===== src/rtl/alu_pipe.sv =====
`default_nettype none
// ----------------------------------------------------------------------------
// alu_pipe : two-stage valid/ready ALU (SUB, NAND, ONES, DEC) with a
//            saturating counter of delivered error beats.
// Revision : 1.0 - initial release
// ----------------------------------------------------------------------------
module alu_pipe #(
  parameter int WIDTH = 8,
  parameter int CNT_W = 8
) (
  input  logic             i_clk,
  input  logic             i_rstn,
  input  logic [WIDTH-1:0] i_arg0,
  input  logic [WIDTH-1:0] i_arg1,
  input  logic [1:0]       i_oper,
  input  logic             i_valid,
  output logic             o_ready,
  output logic             o_valid,
  input  logic             i_ready,
  output logic [WIDTH-1:0] o_result,
  output logic [3:0]       o_flag,
  input  logic             i_clr,
  output logic [CNT_W-1:0] o_err_cnt
);

  localparam logic [1:0]       OP_SUB  = 2'b00;
  localparam logic [1:0]       OP_NAND = 2'b01;
  localparam logic [1:0]       OP_ONES = 2'b10;
  localparam logic [CNT_W-1:0] CNT_MAX = {CNT_W{1'b1}};

  logic             s1_valid_q, s1_valid_d;
  logic [WIDTH-1:0] s1_a_q, s1_a_d;
  logic [WIDTH-1:0] s1_b_q, s1_b_d;
  logic [1:0]       s1_op_q, s1_op_d;
  logic             s2_valid_q, s2_valid_d;
  logic [WIDTH-1:0] result_q, result_d;
  logic [3:0]       flag_q, flag_d;
  logic [CNT_W-1:0] err_cnt_q, err_cnt_d;

  logic             s1_load;
  logic             s2_load;
  logic             deliver;
  logic [WIDTH-1:0] diff;
  logic [WIDTH-1:0] res_c;
  logic             ovf_c;
  logic             err_c;
  logic             run;
  logic             nz;

  assign s2_load = s1_valid_q & (~s2_valid_q | i_ready);
  assign s1_load = ~s1_valid_q | s2_load;
  assign deliver = s2_valid_q & i_ready;
  assign diff    = s1_a_q - s1_b_q;

  // Execute stage: operates only on registered S1 operands.
  always_comb begin
    res_c = '0;
    ovf_c = 1'b0;
    err_c = 1'b0;
    run   = 1'b1;
    case (s1_op_q)
      OP_SUB: begin
        res_c = diff;
        ovf_c = (s1_a_q[WIDTH-1] != s1_b_q[WIDTH-1]) &&
                (diff[WIDTH-1] != s1_a_q[WIDTH-1]);
      end
      OP_NAND: begin
        res_c = ~(s1_a_q & s1_b_q);
      end
      OP_ONES: begin
        for (int i = WIDTH - 1; i >= 0; i--) begin
          if (run && s1_a_q[i]) begin
            res_c = res_c + 1'b1;
          end else begin
            run = 1'b0;
          end
        end
      end
      default: begin
        if ((s1_a_q != '0) && ((s1_a_q & (s1_a_q - 1'b1)) == '0)) begin
          for (int i = 0; i < WIDTH; i++) begin
            if (s1_a_q[i]) begin
              res_c = WIDTH'(i);
            end
          end
        end else begin
          err_c = 1'b1;
        end
      end
    endcase
    nz = |res_c;
  end

  always_comb begin
    s1_valid_d = s1_valid_q;
    s1_a_d     = s1_a_q;
    s1_b_d     = s1_b_q;
    s1_op_d    = s1_op_q;
    if (s1_load) begin
      s1_valid_d = i_valid;
      if (i_valid) begin
        s1_a_d  = i_arg0;
        s1_b_d  = i_arg1;
        s1_op_d = i_oper;
      end
    end

    s2_valid_d = s2_valid_q;
    result_d   = result_q;
    flag_d     = flag_q;
    if (s2_load) begin
      s2_valid_d = 1'b1;
      result_d   = res_c;
      flag_d     = {ovf_c, ~res_c[WIDTH-1] & nz, res_c[WIDTH-1] & nz, err_c};
    end else if (i_ready) begin
      s2_valid_d = 1'b0;
    end

    // Clear wins over a same-edge increment.
    err_cnt_d = err_cnt_q;
    if (i_clr) begin
      err_cnt_d = '0;
    end else if (deliver && flag_q[0] && (err_cnt_q != CNT_MAX)) begin
      err_cnt_d = err_cnt_q + 1'b1;
    end
  end

  always_ff @(posedge i_clk or negedge i_rstn) begin
    if (!i_rstn) begin
      s1_valid_q <= 1'b0;
      s1_a_q     <= '0;
      s1_b_q     <= '0;
      s1_op_q    <= '0;
      s2_valid_q <= 1'b0;
      result_q   <= '0;
      flag_q     <= '0;
      err_cnt_q  <= '0;
    end else begin
      s1_valid_q <= s1_valid_d;
      s1_a_q     <= s1_a_d;
      s1_b_q     <= s1_b_d;
      s1_op_q    <= s1_op_d;
      s2_valid_q <= s2_valid_d;
      result_q   <= result_d;
      flag_q     <= flag_d;
      err_cnt_q  <= err_cnt_d;
    end
  end

  assign o_ready   = s1_load;
  assign o_valid   = s2_valid_q;
  assign o_result  = result_q;
  assign o_flag    = flag_q;
  assign o_err_cnt = err_cnt_q;

endmodule
`default_nettype wire


===== config.mk =====
export PLATFORM = sky130hd
export DESIGN_NAME = alu_pipe
export DESIGN_NICKNAME = d
export VERILOG_FILES = /design/src/rtl/alu_pipe.sv
export SDC_FILE = /design/constraint.sdc
export NUM_CORES = 1
export LEC_CHECK = 0
export BUFFER_PORTS_ARGS = -buffer_cell sky130_fd_sc_hd__buf_2
export CELL_PAD_IN_SITES_DETAIL_PLACEMENT = 1
export CELL_PAD_IN_SITES_GLOBAL_PLACEMENT = 2
export CORE_ASPECT_RATIO = 1.5
export CORE_MARGIN = 1.5
export CORE_UTILIZATION = 32
export DETAILED_ROUTE_END_ITERATION = 12
export GPL_TIMING_DRIVEN = 1
export PLACE_DENSITY_LB_ADDON = 0.08
export SLEW_MARGIN = 40
export SYNTH_ARGS = -nofsm -noshare
export SYNTH_HDL_FRONTEND = slang
export SYNTH_SLANG_ARGS = --single-unit

===== constraint.sdc =====
create_clock -name i_clk -period 4.6 [get_ports i_clk]
set_input_delay 0.23 -clock i_clk [delete_from_list [all_inputs] [get_ports i_clk]]
set_output_delay 0.23 -clock i_clk [all_outputs]
set_load 0.05 [all_outputs]

# After elaboration in Yosys (flattened, before gate mapping)
# Index checks and enable logic that the tools add are counted.
# op_classes
multipliers,0
shift,0
div_mod_pow,0
n_lt_le_gt_ge,0
muxes,45
eq_ne,5
bitwise_logic,12
addsub,10
reduce_logical,19
# op_table
operator,count
two-way mux 8 bit,23
adder 8 x 1 -> 8 bit (second input constant),8
one-hot mux 8 bit (3 select lines),1
two-way mux 1 bit,21
AND 8 bit,2
logical AND 1 bit,11
zero test 8 bit,1
inequality test 8 bit (second input constant),1
inverter 8 bit,1
nonzero test 8 bit,1
OR reduction 8 bit,1
subtractor 8 x 1 -> 8 bit (second input constant),1
subtractor 8 bit,1
AND 1 bit,4
nonzero test 2 bit,2
inverter 1 bit,3
OR reduction 3 bit,1
equality test 2 x 1 -> 1 bit (second input constant),1
equality test 2 bit (second input constant),1
zero test 2 bit,1
inequality test 1 bit,2
bitwise OR 1 bit,2
AND reduction 2 bit,1
# totals
latch_bits,0
input_bits,23
out_inout_bits,22
n_memories,0
rom_bits,0
ramBits,0
regBits,40
elab_cells,99

# Longest topological paths before layout
# logic_depth
ltp_word,25
ltp_mapped,24
depth_no_buf,23

# Worst setup path before layout
# No wires, ideal clock.
# synth_path
path_type,register to register
start,register s1_a_q[6]
end,register flag_q[2] (netlist: o_flag[2])
synth_period_minus_slack_ns,4.431
path_stages_with_launch,25
n_path_buf,1
t_arrival_ns,4.310
setup_time_ns,0.121
setup_slack_ns,0.169
required_ns,4.479
path_cell_list,dfrtp_1 > buf_2 > inv_1 > o21ai_1 > inv_1 > ha_1 > nor2_1 > nor2_1 > ha_1 > nand2_1 > a41oi_1 > ha_1 > mux2_2 > ha_1 > mux2i_1 > a211oi_2 > ha_1 > and2_1 > xnor2_1 > nor2_1 > xnor2_1 > o21a_1 > and4bb_1 > o221ai_2 > a22o_1
# synth_between
elab_chain_cells,23
word_cells_on_any_way,53
cone_classes,add/sub: 8; mux: 29; bitwise: 5; reduce/logical: 11
# synth_lines
item,line,source
start: declaration,32,"logic [WIDTH-1:0] s1_a_q, s1_a_d;"
start signal: assignment,131,s1_a_q <= '0;
start signal: assignment,140,s1_a_q <= s1_a_d;
logical AND 1 bit,72,if (run && s1_a_q[i]) begin
two-way mux 8 bit or two-way mux 1 bit (tied branches),72,
two-way mux 8 bit or two-way mux 1 bit (tied branches),61,case (s1_op_q)
adder 8 x 1 -> 8 bit or logical AND 1 bit (tied branches),"73, 72",
two-way mux 8 bit or two-way mux 1 bit (tied branches),72,
two-way mux 8 bit or two-way mux 1 bit (tied branches),61,
adder 8 x 1 -> 8 bit or logical AND 1 bit (tied branches),"73, 72",
two-way mux 8 bit or two-way mux 1 bit (tied branches),72,
(+7 left out),n/a,
adder 8 x 1 -> 8 bit or logical AND 1 bit (tied branches),"73, 72",
two-way mux 8 bit or two-way mux 1 bit (tied branches),72,
two-way mux 8 bit or two-way mux 1 bit (tied branches),61,
adder 8 x 1 -> 8 bit or logical AND 1 bit (tied branches),"73, 72",
two-way mux 8 bit,72,
one-hot mux 8 bit (3 select lines) (*),61,
OR reduction 8 bit or inverter 1 bit (tied branches),"91, 114",
AND 1 bit (*),114,"flag_d = {ovf_c, ~res_c[WIDTH-1] & nz, res_c[WIDTH-1] & nz, err_c};"
end signal: assignment,145,flag_q <= flag_d;
end: declaration,37,"logic [3:0] flag_q, flag_d;"
# Every way passes the cells marked *; elsewhere a longest branch is shown, timed or not. The select of a mux whose other input is x is not followed.
# A chain may end at the register's enable or synchronous reset.

# Worst setup path in the final report
# Same ends and word-level chain as after synthesis.

==> reports/results.txt <==
H-Tree Depth - 2
Reg2reg start - s1_a_q[6]
GP Congestion - 0.792
Critical setup path kind - reg -> reg
Critical R2R Capture - o_flag[2]
Max cap viols - 0
Placed cell areas - 3150 um^2
CP endpoint kind - register
Clk buf depth - 2
Clk Latency, worst-skew pair - 280 ps
Maximum vdd drop - 198 uV
PwrDens - 421 nW/um^2
CTS tree - yes
Final Hold Vio Count - 0
Clock transition at the registers of the reported paths - 60 ps
CTS Sinks - 40
Root Buffer Master - clkbuf_16
Main synth FF type - dfrtp_1
Synth warn - 0
Switching Fraction - 0.409
R2R setup slack - 270 ps
Clock network power share - 0.242
Rows - 41
DR pass1 iterations - 4
Post-route cell area - 3350 um^2
Min cycle time layout - 4330 ps
Ratio of cells with drive above 1 in the final layout - 0.303
Core box area - 8460 um^2
Count leader, synth - dfrtp_1
Post-synth EDFFs - 0
Syn avg cell area - 9.47 um^2
Die width - 79.4 um
Area leader, netlist - dfrtp_1
IO Pins - 45
# diodes - 0
Area growth syn-to-layout - 19.5%
Final count of pins violating max slew - 0
Gr usage total - 0.175
Cell count of the worst hold path - 2
Proportion of power drawn by combinational gates - 0.421
Vias - 2,326
IO Port Bufs - 44
RSZ-0062 raised after global routing - false
Initial antenna violation count - 0
Rel. slew slack - 0.575
Sw power - 0.000577 W
Sequential share of power - 0.337
Top cell type's share of synthesized area - 0.357
Largest net degree at the start of global routing - 41
Skew final - 2.55 ps
Total wire length - 7680 um
Post-Syn Area - 2800 um^2
Reg2reg path depth - 23
Post-DP HPWL - 5870 um
LEAKAGE - 1.54 nW
CP Data Arrival Time - 4500 ps
Via density - 5.17
Status - complete, no violations
Final worst-path cycle share - 0.941
Hold Crit Class - in -> reg
Routed wire per std cell - 17.1 um
FFs w/ async S/R, synth - 1.00
Post-Syn Instances - 296
Worst hold start - i_valid
Yosys cell types - 60
Synth top cells by count - 40 x dfrtp_1, 32 x nand2_1, 29 x nor2_1
First-pass GRT wire length - 12,600 um
Die area - 9340 um^2
Routed Antenna Nets - 0
Worst Path Required - 4770 ps
Setup TNS - 0 ps
Height of the die - 118 um
# setup viols final - 0
Synth Net Count - 341
CP Max Fanout - 5
Worst Max-Slew Pin Slew - 637 ps
Crit start category - register
Fmax - 231 MHz
Total grt overflow - 0
Sink of the worst hold path - s1_valid_q
Total internal power - 0.000835 W
Synth top area cells - dfrtp_1 36%, ha_1 9.4%, mux2_2 8.4%
Number of global-route vias before repair - 2,457
CTS buffer count - 5
Synthesized flop and latch total - 40
Origin of the worst setup path - s1_a_q[6]
DRC Markers - 0
Initial Util - 0.331
Initial DRC count - 83
Number of nets in the layout - 388
Post-synthesis sequential area ratio - 0.357
-- logic make-up (layout without fill, tap and decap cells) --
family | after synthesis | in the layout | synth area share
flip-flops | 40 | 40 | 0.357
AND/OR/NAND/NOR | 101 | 101 | 0.181
adder cells (fa/ha/maj) | 24 | 24 | 0.108
AO/OA/AOI/OAI | 55 | 55 | 0.133
buffers and inverters | 31 | 78 | 0.0482
XOR/XNOR | 18 | 18 | 0.0562
multiplexers | 27 | 27 | 0.116
-- final cells by class --
cell class / instances / area [um^2]
repair buffers: 56 / 315
flip-flops and latches: 40 / 1000
fillers: 982 / 5110
inverters: 15 / 56.3
well taps: 107 / 134
multi-input cells: 225 / 1710
clock inverters: 2 / 12.5
clock buffers: 5 / 125
-- power groups by stage --
stage | combinational [W] | sequential, W | clock, W
after CTS | 0.000587 | 0.000478 | 0.000353
after detailed placement | 0.000584 | 0.000483 | 0
after floorplan | 0.000336 | 0.000564 | 0
after global placement | 0.000577 | 0.000483 | 0
after global routing | 0.000653 | 0.000487 | 0.000362
final | 0.000594 | 0.000476 | 0.000341
-- per-layer routing --
metal / vias to the layer above / track usage / wire [um]
met4: 0 / 0.0636 / 164
met1: 1164 / 0.203 / 3200
met2: 36 / 0.313 / 4110
li1: 1116 / - / -
met3: 10 / 0.0295 / 201
met5: - / 0 / 0
-- registers in the layout (all words and copies together), names as in the netlist --
name        flops
o_err_cnt       8
o_flag          4
o_result        8
o_valid         1
s1_a_q          8
s1_b_q          8
s1_op_q         2
s1_valid_q      1
-- per-stage QoR --
step,total power (W),worst slack [ps],instances,hold WS (ps),util
4_1_cts,0.00142,71.0,448,166,0.390
3_3_place_gp,0.00106,262,440,421,0.372
2_1_floorplan,0.000900,169,296,-65.6,-
6_report,0.00141,273,450,171,0.396
3_5_place_dp,0.00107,72.2,440,253,0.372
5_1_grt,0.00150,16.7,450,174,0.396
-- worst max path at each step --
stage	endpoint	slack (ps)	cells after the start
after detailed placement	o_flag[2]	70	23
final	o_flag[2]	270	23
after global routing	o_flag[2]	20	23
after floorplan	o_flag[2]	170	24
after CTS	o_flag[2]	70	23
after global placement	o_flag[2]	260	23
-- worst max-delay path, stage by stage (launching register included) --
cell and delay, ps:
dfrtp_1 390, buf_4 160, nand2_1 70, inv_1 70, ha_4 240, nor2_1 100
nor2_1 50, ha_1 310, nand2_1 100, a41oi_2 110, ha_1 310, mux2_2 290
ha_4 280, mux2i_1 80, a211oi_2 270, ha_2 220, and2_4 140, xnor2_1 60
nor2_1 140, xnor2_1 140, o21a_1 170, and4bb_1 220, o221ai_2 80, a22o_1 210
-- timing repair --
item	CTS	global route
resized for setup	0	5
buffers inserted	0	2
hold buffers	1	0
hold endpoints to repair	40	0
endpoints found under the setup margin	0	1
-- placed cells by master, fill, tap and decap left out, drive strengths merged, types with 2 or more instances in the layout --
cell | Yosys | routed
buf | 7 | 55
dfrtp | 40 | 40
nand2 | 34 | 34
nor2 | 29 | 29
mux2 | 22 | 22
ha | 21 | 21
inv | 15 | 15
o21ai | 15 | 15
a21oi | 12 | 12
xnor2 | 10 | 10
xor2 | 8 | 8
nand2b | 6 | 6
o31ai | 5 | 5
clkbuf | 9 | 5
and3 | 5 | 5
mux2i | 5 | 5
a211oi | 5 | 5
nor3 | 4 | 4
nand3 | 3 | 3
nor2b | 3 | 3
o21a | 3 | 3
and2 | 3 | 3
and4 | 2 | 2
or2 | 2 | 2
nand4 | 2 | 2
a31oi | 2 | 2
o31a | 2 | 2
a41oi | 2 | 2
or3 | 2 | 2
maj3 | 2 | 2
Note: power is estimated with default switching activity, not from simulation.
